File: src/rtl/fifo_frame_reader.sv
// Frame FIFO reader: pulls 128-bit frames and serializes them as 16-bit words toward the SPI transmitter.
// Latency: first word_valid two cycles after fifo_ready is sampled; words back-to-back while word_ready stays high.
// Backpressure: word_out/word_valid hold while word_ready=0; abort drops the frame unpopped.
// Optional feature: define FRAME_HEADER_EN to prefix each frame with the header word {8'hA5, frame_cnt}.
module fifo_frame_reader (
  input  logic         read_clk,
  input  logic         reset_n,
  input  logic         fifo_ready,
  input  logic [127:0] frame_data_out,
  output logic         frame_pop,
  output logic [15:0]  word_out,
  output logic         word_valid,
  input  logic         word_ready,
  input  logic         abort,
  output logic [7:0]   frame_cnt,
  output logic         busy
);

`ifdef FRAME_HEADER_EN
  // Header occupies transfer 0, data words follow at transfers 1..8.
  localparam logic [3:0] LAST_IDX = 4'd8;
`else
  localparam logic [3:0] LAST_IDX = 4'd7;
`endif

  typedef enum logic [2:0] {
    IDLE = 3'd0,
    LOAD = 3'd1,
    SEND = 3'd2,
    POP  = 3'd3,
    HOLD = 3'd4
  } state_t;

  state_t         state_q, state_d;
  logic [3:0]     idx_q, idx_d;
  logic [127:0]   shadow_q, shadow_d;
  logic [7:0]     frame_cnt_q, frame_cnt_d;
  logic           hold_q, hold_d;
  logic [15:0]    word_out_q, word_out_d;
  logic           word_valid_q, word_valid_d;
  logic           frame_pop_q, frame_pop_d;

  logic [15:0]    first_word;
  logic [15:0]    next_word;
  logic [2:0]     next_sel;

  // Select the word launched from LOAD and the word following the current index in SEND.
  always_comb begin
`ifdef FRAME_HEADER_EN
    first_word = {8'hA5, frame_cnt_q};
    // Transfer idx+1 carries shadow word idx because transfer 0 is the header.
    next_sel   = idx_q[2:0];
`else
    first_word = frame_data_out[15:0];
    next_sel   = 3'(idx_q + 4'd1);
`endif
    next_word  = shadow_q[{next_sel, 4'b0000} +: 16];
  end

  // Next-state and registered-output computation.
  always_comb begin
    state_d      = state_q;
    idx_d        = idx_q;
    shadow_d     = shadow_q;
    frame_cnt_d  = frame_cnt_q;
    hold_d       = hold_q;
    word_out_d   = word_out_q;
    word_valid_d = 1'b0;
    frame_pop_d  = 1'b0;

    case (state_q)
      IDLE: begin
        if (fifo_ready && !abort) begin
          state_d = LOAD;
        end
      end

      LOAD: begin
        if (abort) begin
          state_d = IDLE;
        end else begin
          shadow_d     = frame_data_out;
          idx_d        = 4'd0;
          word_out_d   = first_word;
          word_valid_d = 1'b1;
          state_d      = SEND;
        end
      end

      SEND: begin
        if (abort) begin
          // Abort beats a final-word transfer: the frame stays in the FIFO.
          state_d = IDLE;
          idx_d   = 4'd0;
        end else if (word_ready) begin
          if (idx_q == LAST_IDX) begin
            state_d     = POP;
            frame_pop_d = 1'b1;
            idx_d       = 4'd0;
          end else begin
            idx_d        = idx_q + 4'd1;
            word_out_d   = next_word;
            word_valid_d = 1'b1;
          end
        end else begin
          word_valid_d = 1'b1;
        end
      end

      POP: begin
        // Abort is ignored from here on; the pop has already been issued.
        frame_cnt_d = frame_cnt_q + 8'd1;
        hold_d      = 1'b0;
        state_d     = HOLD;
      end

      HOLD: begin
        // Two quiet cycles let the FIFO's synchronized pointers catch up.
        if (hold_q) begin
          hold_d  = 1'b0;
          state_d = IDLE;
        end else begin
          hold_d = 1'b1;
        end
      end

      default: begin
        state_d = IDLE;
      end
    endcase
  end

  // State and output registers with asynchronous active-low reset.
  always_ff @(posedge read_clk or negedge reset_n) begin
    if (!reset_n) begin
      state_q      <= IDLE;
      idx_q        <= 4'd0;
      shadow_q     <= '0;
      frame_cnt_q  <= 8'd0;
      hold_q       <= 1'b0;
      word_out_q   <= 16'd0;
      word_valid_q <= 1'b0;
      frame_pop_q  <= 1'b0;
    end else begin
      state_q      <= state_d;
      idx_q        <= idx_d;
      shadow_q     <= shadow_d;
      frame_cnt_q  <= frame_cnt_d;
      hold_q       <= hold_d;
      word_out_q   <= word_out_d;
      word_valid_q <= word_valid_d;
      frame_pop_q  <= frame_pop_d;
    end
  end

  assign word_out   = word_out_q;
  assign word_valid = word_valid_q;
  assign frame_pop  = frame_pop_q;
  assign frame_cnt  = frame_cnt_q;
  assign busy       = (state_q != IDLE);

endmodule

File: config.mk
export PLATFORM = sky130hd
export DESIGN_NAME = fifo_frame_reader
export DESIGN_NICKNAME = d
export VERILOG_FILES = /design/src/rtl/fifo_frame_reader.sv
export SDC_FILE = /design/constraint.sdc
export NUM_CORES = 1
export LEC_CHECK = 0
export ABC_AREA = 1
export CORE_ASPECT_RATIO = 1.25
export CORE_MARGIN = 2
export CORE_UTILIZATION = 40
export DETAILED_ROUTE_END_ITERATION = 16
export GPL_ROUTABILITY_DRIVEN = 0
export PLACE_DENSITY = 0.76
export SYNTH_ARGS = -nofsm -noshare
export SYNTH_HDL_FRONTEND = slang
export SYNTH_SLANG_ARGS = --single-unit
File: constraint.sdc
create_clock -name read_clk -period 3.2 [get_ports read_clk]
set_input_delay 0.96 -clock read_clk [delete_from_list [all_inputs] [get_ports read_clk]]
set_output_delay 0.96 -clock read_clk [all_outputs]
set_load 0.005 [all_outputs]
==> summary by stage, run 1 <==
Status
The flow ran to the end, and the final reports show no timing, DRC or antenna violations.

Yosys
The most used flip-flop cell after synthesis is dfrtp_1. After synthesis the cells add up to 0.008060 mm2. For this run, the number of Yosys warnings is 0. The synthesized netlist net count is 1,196.

The number of distinct library cell variants in the gate-level netlist after synthesis is 29. The share of the Yosys chip area taken by registers is 0.5029. The number of synthesized flops with an enable pin is 0. By area the synthesized netlist is led by dfrtp_1 (50%), nand2_1 (16%), inv_1 (8.1%).

The mean post-synth cell area is 7.597 um2. The fraction of synthesized cell area taken by the top area cell type is 0.5029. Among all cell types in the netlist, the one instantiated most often is nand2_1.

Of all flip-flops after synthesis, the portion carrying an async set or reset was 1.000. After synthesis the netlist holds a flip-flop and latch count of 162. Synthesis handed over a netlist of 1,061 instances.

The cell type contributing the most total cell area after synthesis is dfrtp_1. The commonest cells after synthesis are nand2_1 (349), inv_1 (175), dfrtp_1 (162), o21ai_0 (117), nand3_1 (102).

Drt
Dividing the detail-routed wire length by the instance count gives 14.16 um. The detail route stage leaves a number of antenna-violating nets equal to 0. The detailed-route vias per instance is 4.722.

The post-route DRC violation count is 0. The count of vias placed by the detailed router is 6,993. The first detailed-routing pass ran for 5 iterations. The number of DRC violations after detailed-routing iteration 0 is 470. Wires add up to 20,980 um.

Floorplanning
The cell row count is 58. Pin placement for this block handled 160 I/O pins. The initial standard-cell utilization of the core is 0.4039.

The die span in y is 162.7 um. The width of the chip is 131.0 um. The die covers 0.02131 mm2. The placeable core region is 0.01996 mm2.

Power and ir drop
The internal power is 5.746 mW. The power consumption is 9.525 mW. The total power density per cell area is 912.9 mW/mm2. The part of the power in the clock network is 0.227. The switching fraction of total power is 0.3967.

The sequential group share of total power is 0.350. Summed over all cells, the static leakage comes to 5.108 nW. The worst-case IR drop observed on VDD is 0.0004457 V. The net load switching power is 3.778 mW. The proportion of power drawn by combinational gates is 0.423.

Clock tree
Post-CTS timing repair inserted 0 buffers for setup. The clock drives 162 sinks. In this run the deepest clock path goes through 2 buffers. The clock edge transition at the registers on the reported setup and hold paths is 0.07 ns. The H-tree was split into 4 levels. The root buffer cell is clkbuf_16. The clock latency on the worst-skew pair is 0.43 ns. The count of hold buffers inserted by post-cts repair is 0. TritonCTS created 17 clock buffers. The post-cts repair resize count is 0. The CTS tree is yes.

Critical path
The critical path startpoint category is a flip-flop. Data on the critical path is required at its endpoint by 2.24 ns. For the worst setup path, the data arrival time is 1.74 ns.

The worst setup path is of the flip-flop to output port kind. The number of cells on the worst reg-to-reg path is 7. The worst setup path is captured at an output port. The critical-path maximum fanout is 7.

STA
The highest achievable clock rate is 370.5 MHz. The final-report hold violation count is 0. In this run the tightest slew margin relative to its limit is 0.4330.

The total setup violations reported at the end of the flow is 0. The number of max-slew violations in the final report is 0. The post-layout minimum cycle time is 2.699 ns. Adding up every negative setup slack in the final design gives 0 ns. The portion of the clock cycle consumed by the worst path in the final layout is 0.8435. In the post-route analysis, the smallest setup slack over all paths is 0.5008 ns.

Setup repair after global routing left no endpoint under its margin. Across the routed clock network, the largest skew measured is 0.01075 ns. At the pin with the least slew margin, the transition time is 0.8463 ns.

Global routing
The number of antenna violations at the first check in global routing is 1. Entering global routing, the biggest net connects 83 pins. Global routing finished with a remaining overflow of 0. The first global-routing pass estimated 33,510 um of wire.

The number of global-route vias before repair came to 6,735. In the global route stage, overall resource usage came out at 0.2038.

Placement
The final HPWL from detailed placement is 15,040 um. Prior to clock tree synthesis, the placed netlist has a worst setup slack of 0.6292 ns. During placement, the flow inserted port buffers numbering 159.

Counting tap cells, the placed design contains a total of 1,448 instances.

Job
The count of maximum capacitance violations is 0.

Cells and area
In the final layout, the share of cells above drive strength 1 is 0.06198. In the final design database the tool counted 1,332 nets. The number of cells in the finished layout apart from fillers is 1,481.

The filler cells instantiated in the layout total 1,909. The area growth from synthesis to layout is 29.45%.

Hold path
The class of the worst hold path is flip-flop to flip-flop. The count of cells along the worst hold path is 2.
==> path summary, 6_finish.rpt <==
path	slack, ns	endpoint	start
min	0.48	shadow_q[90]	shadow_q[90]
max	0.50	busy	state_q[1]
min in group asynchronous	0.49	shadow_q[99]	reset_n
min reg2reg	0.48	shadow_q[90]	shadow_q[90]
max in group asynchronous	1.87	shadow_q[30]	reset_n
max reg2reg	0.93	word_out[10]	idx_q[0]
==> final cells by class <==
cell class / instances / area [um2] / area share
flip-flops and latches: 162 / 4055 / 0.3887
multi-input cells: 663 / 2985 / 0.2861
repair buffers: 173 / 1748 / 0.1675
inverters: 180 / 683.2 / 0.06548
clock buffers: 18 / 429.2 / 0.04113
well taps: 270 / 337.8 / 0.03238
clock inverters: 14 / 192.7 / 0.01847
diodes: 1 / 2.502 / 0.0002398
==> worst max-delay path, cell delays in order (launching register included) <==
cell and delay, ns:
dfrtp_1 0.48, nor3_1 0.28, inv_1 0.10, clkdlybuf4s50_1 0.46
==> sequential cells by signal, summed over array words and instances, names as in the netlist <==
register and cells:
frame_cnt 8, frame_pop 1, hold_q 1, idx_q 4
shadow_q 128, state_q 3, word_out 16, word_valid 1
==> layout by cell type, fill, tap and decap left out, types with 5 or more instances in the layout <==
cell | netlist | routed
inv_1 | 175 | 175
buf_4 | 16 | 10
o21ai_0 | 117 | 117
clkinvlp_4 | 0 | 5
clkdlybuf4s50_1 | 0 | 158
clkbuf_16 | 0 | 17
inv_8 | 0 | 5
nand3_1 | 102 | 102
nand2_1 | 349 | 349
a21oi_2 | 14 | 14
nor2_1 | 50 | 50
dfrtp_1 | 162 | 161
==> layer usage <==
layer,vias to the layer above,global-route usage,routed length [um]
met4,0,0.07689,617
met5,-,0,0
li1,3507,-,-
met1,3267,0.2697,9199
met2,185,0.3325,10230
met3,34,0.03679,929
==> logic make-up after synthesis <==
group | Yosys count | share of synthesized area
flops | 162 | 0.5029
compound gates | 136 | 0.09097
simple gates | 516 | 0.2647
xor+xnor | 9 | 0.01164
buf+inv | 236 | 0.1267
fa+ha+maj | 2 | 0.003104
==> metrics by stage <==
step / instance area [um2] / hold WS (ns) / utilization
floorplan: 8060 / 0.4492 / -
global placement: 9809 / 0.4630 / 0.4915
detailed placement: 9809 / 0.4659 / 0.4915
CTS: 10430 / 0.4847 / 0.5227
global route: 10430 / 0.5042 / 0.5227
finish: 10430 / 0.4825 / 0.5228
==> power groups by stage <==
stage	clock network, mW	logic, mW	registers [mW]
2_1_floorplan	0	2.90	3.28
3_3_place_gp	0	3.94	3.34
3_5_place_dp	0	4.02	3.37
4_1_cts	2.19	4.06	3.33
5_1_grt	2.27	4.62	3.43
6_report	2.16	4.03	3.34
Power figures use the tool's default switching activity.
==> inputs of run 2 (changes only) <==
clock period = 2.6 ns   (was 3.2 ns; I/O delays follow)
==> run 2 against run 1 <==
Effect of this change: register-to-register slack worse by 0.48 ns; combinational power up 25%; critical path type unchanged; via count down 0.24%; routed wire length up 0.37%; first-iteration DRC count up 12%; die area unchanged; clock-buffer cell count down 1; setup slack worse by 0.42 ns; worst hold slack worse by 0.18 ns; critical path depth unchanged; flip-flop and latch count unchanged; largest cell class unchanged.
==> summary by stage, run 2 (synthesis gave the netlist of run 1 again) <==
STA
The total setup violations reported at the end of the flow is 0. Between clock sinks in the finished design, the worst skew comes to 0.007508 ns. In this run the tightest slew margin relative to its limit is 0.6509. The slew of the pin with the lowest slew margin is 0.5204 ns. The tightest hold path in the finished design has a slack of 0.3012 ns. Setup repair after global routing left no endpoint under its margin.

Summed over all failing endpoints, the final setup total negative slack is 0 ns. The portion of the clock cycle consumed by the worst path in the final layout is 0.9673. Timing would allow up to 397.6 MHz. After layout, the worst setup slack is 0.08494 ns. The number of max-slew violations in the final report is 0. The final-report hold violation count is 0. The post-layout minimum cycle time is 2.515 ns.

Clock tree
The post-cts repair resize count is 1. TritonCTS built the clock tree. For this design, the CTS-stage hold fixing added 0 buffers. The clock edge transition at the registers on the reported setup and hold paths is 0.07 ns. The number of post-CTS setup repair buffers is 0. The clock sink total is 162. In this run the deepest clock path goes through 2 buffers. The number of buffers added by the clock tree synthesis step is 17. The tree is rooted in a clkbuf_16.

Clock latency on the worst-skew pair, taken at its later pin, is 0.42 ns. The number of levels the H-tree was split into is 4.

Global routing
The number of global-route vias before repair is 6,991. The first global-routing pass estimated 34,240 um of wire. The number of antenna violations at the first check in global routing is 0.

The global routing usage on met3 is 0.03679. Global routing finished with a remaining overflow of 0. The maximum number of pins on one net before global-route repair is 53. The overall track demand over capacity in global routing is 0.2094. For this run, global-route usage on met2 was measured as 0.3512. For met1 alone, demand over resource in global routing was 0.2708. The layer flagged by global routing as most heavily used is met2.

Critical path
On the critical path, the stage with the largest delay is an instance of dfrtp_1. The startpoint-to-endpoint class of the critical path is flip-flop to output port. The arrival time at the worst endpoint is 1.74 ns. Data on the critical path is required at its endpoint by 1.82 ns. The kind of capture point of the worst setup path is an output port.

Of all nets on the critical path, the largest fanout is 7. Traced cell by cell, the critical path runs through nor3_2 > inv_1 > clkdlybuf4s50_1. The worst stage delay on the critical path is 0.50 ns. The critical path startpoint category is a flip-flop.

Cells and area
The register with the most flip-flops in the layout has 128 of them. The utilization after layout is 0.5288. The most common library cell in the layout ignoring fill and taps is nand2_1. The top cell types in the final layout, fill and taps aside, are nand2_1 (349), inv_1 (175), dfrtp_1 (161). The area added between synthesis and finish is 30.92%.

The total inserted antenna cells is 0. The share of cells above drive strength 1 is 0.06672. The filler cell count in the final layout is 1,864. In the final design database the tool counted 1,336 nets. The register with the most flip-flops in the final layout is shadow_q.

Hold path
The min-delay analysis places its worst path in the category primary input to asynchronous set/reset pin.

Status
The flow ran to the end, and the final reports show no timing, DRC or antenna violations.

Drt
In the routed layout, each cell is associated on average with a via count of 4.701. The routed layout has 6,976 vias. Before antenna repair, the detailed router went through 5 iterations.

The first routing iteration left 527 violations. For this run, design rule violations remaining after detail routing come to 0. In the final routed layout, each cell accounts on average for 14.19 um. In this run the remaining antenna-violating nets after routing total 0. The total wirelength of the detailed-routed design is 21,050 um.

Placement
The number of buffer cells added on primary ports is 159. The placement-stage worst setup slack is 0.3079 ns. The final HPWL from detailed placement is 15,220 um.

Power and ir drop
VDD sags by at most 0.0005857 V. Power comes to 11.90 mW. The total power density per cell area is 1128 mW/mm2. The leakage power summed over all cells is 5.179 nW.

Floorplanning
During I/O placement, the number of pins put on the boundary was 160. In this run the core area contains 58 standard-cell rows. The die span in y is 162.7 um. The initial standard-cell utilization of the core is 0.4039. The area of the die is 0.02131 mm2. The width of the chip is 131.0 um. The placeable core region is 0.01996 mm2.

Job
Across the run, the number of max-cap violations was 0.
run 2: metrics by stage:
stage	instances	cell area, um2
2_1_floorplan	1061	8060
3_3_place_gp	1452	9902
3_5_place_dp	1452	9902
4_1_cts	1484	10550
5_1_grt	1484	10550
6_report	1484	10550
run 2: final cells by class:
type	instances	area, um2	share of cell area
inverters	180	683.2	0.06474
repair buffers	177	1841	0.1744
clock inverters	15	220.2	0.02087
clock buffers	17	425.4	0.04031
multi-input cells	663	2990	0.2834
flip-flops and latches	162	4055	0.3843
well taps	270	337.8	0.03201
run 2: worst paths after layout:
check                                  start      endpoint  slack, ns  depth (start not counted)
worst min-delay path                 reset_n  shadow_q[98]       0.30                          1
worst max-delay path              state_q[1]          busy       0.08                          3
worst max register to register      idx_q[0]   word_out[9]       0.45                          6
max in group asynchronous            reset_n   word_out[8]       1.68                          2
worst min register to register  shadow_q[88]  shadow_q[88]       0.48                          2
min in group read_clk           shadow_q[88]  shadow_q[88]       0.48                          2
run 2: layer usage:
layer | share of wire | wire (um)
met3 | 0.046 | 975
met2 | 0.50 | 10510
met1 | 0.43 | 9063
met5 | 0 | 0
met4 | 0.024 | 504
run 2: report_power, final:
part           total (mW)  switching (mW)  internal, mW
clock                2.76            1.12          1.64
combinational        5.04            3.12          1.92
sequential           4.11           0.427          3.68
run 2: critical path: cells and delay by family (launching register included):
kind          cells  cell delay, ns
buf+inv           2            0.56
flops             1            0.50
simple gates      1            0.25
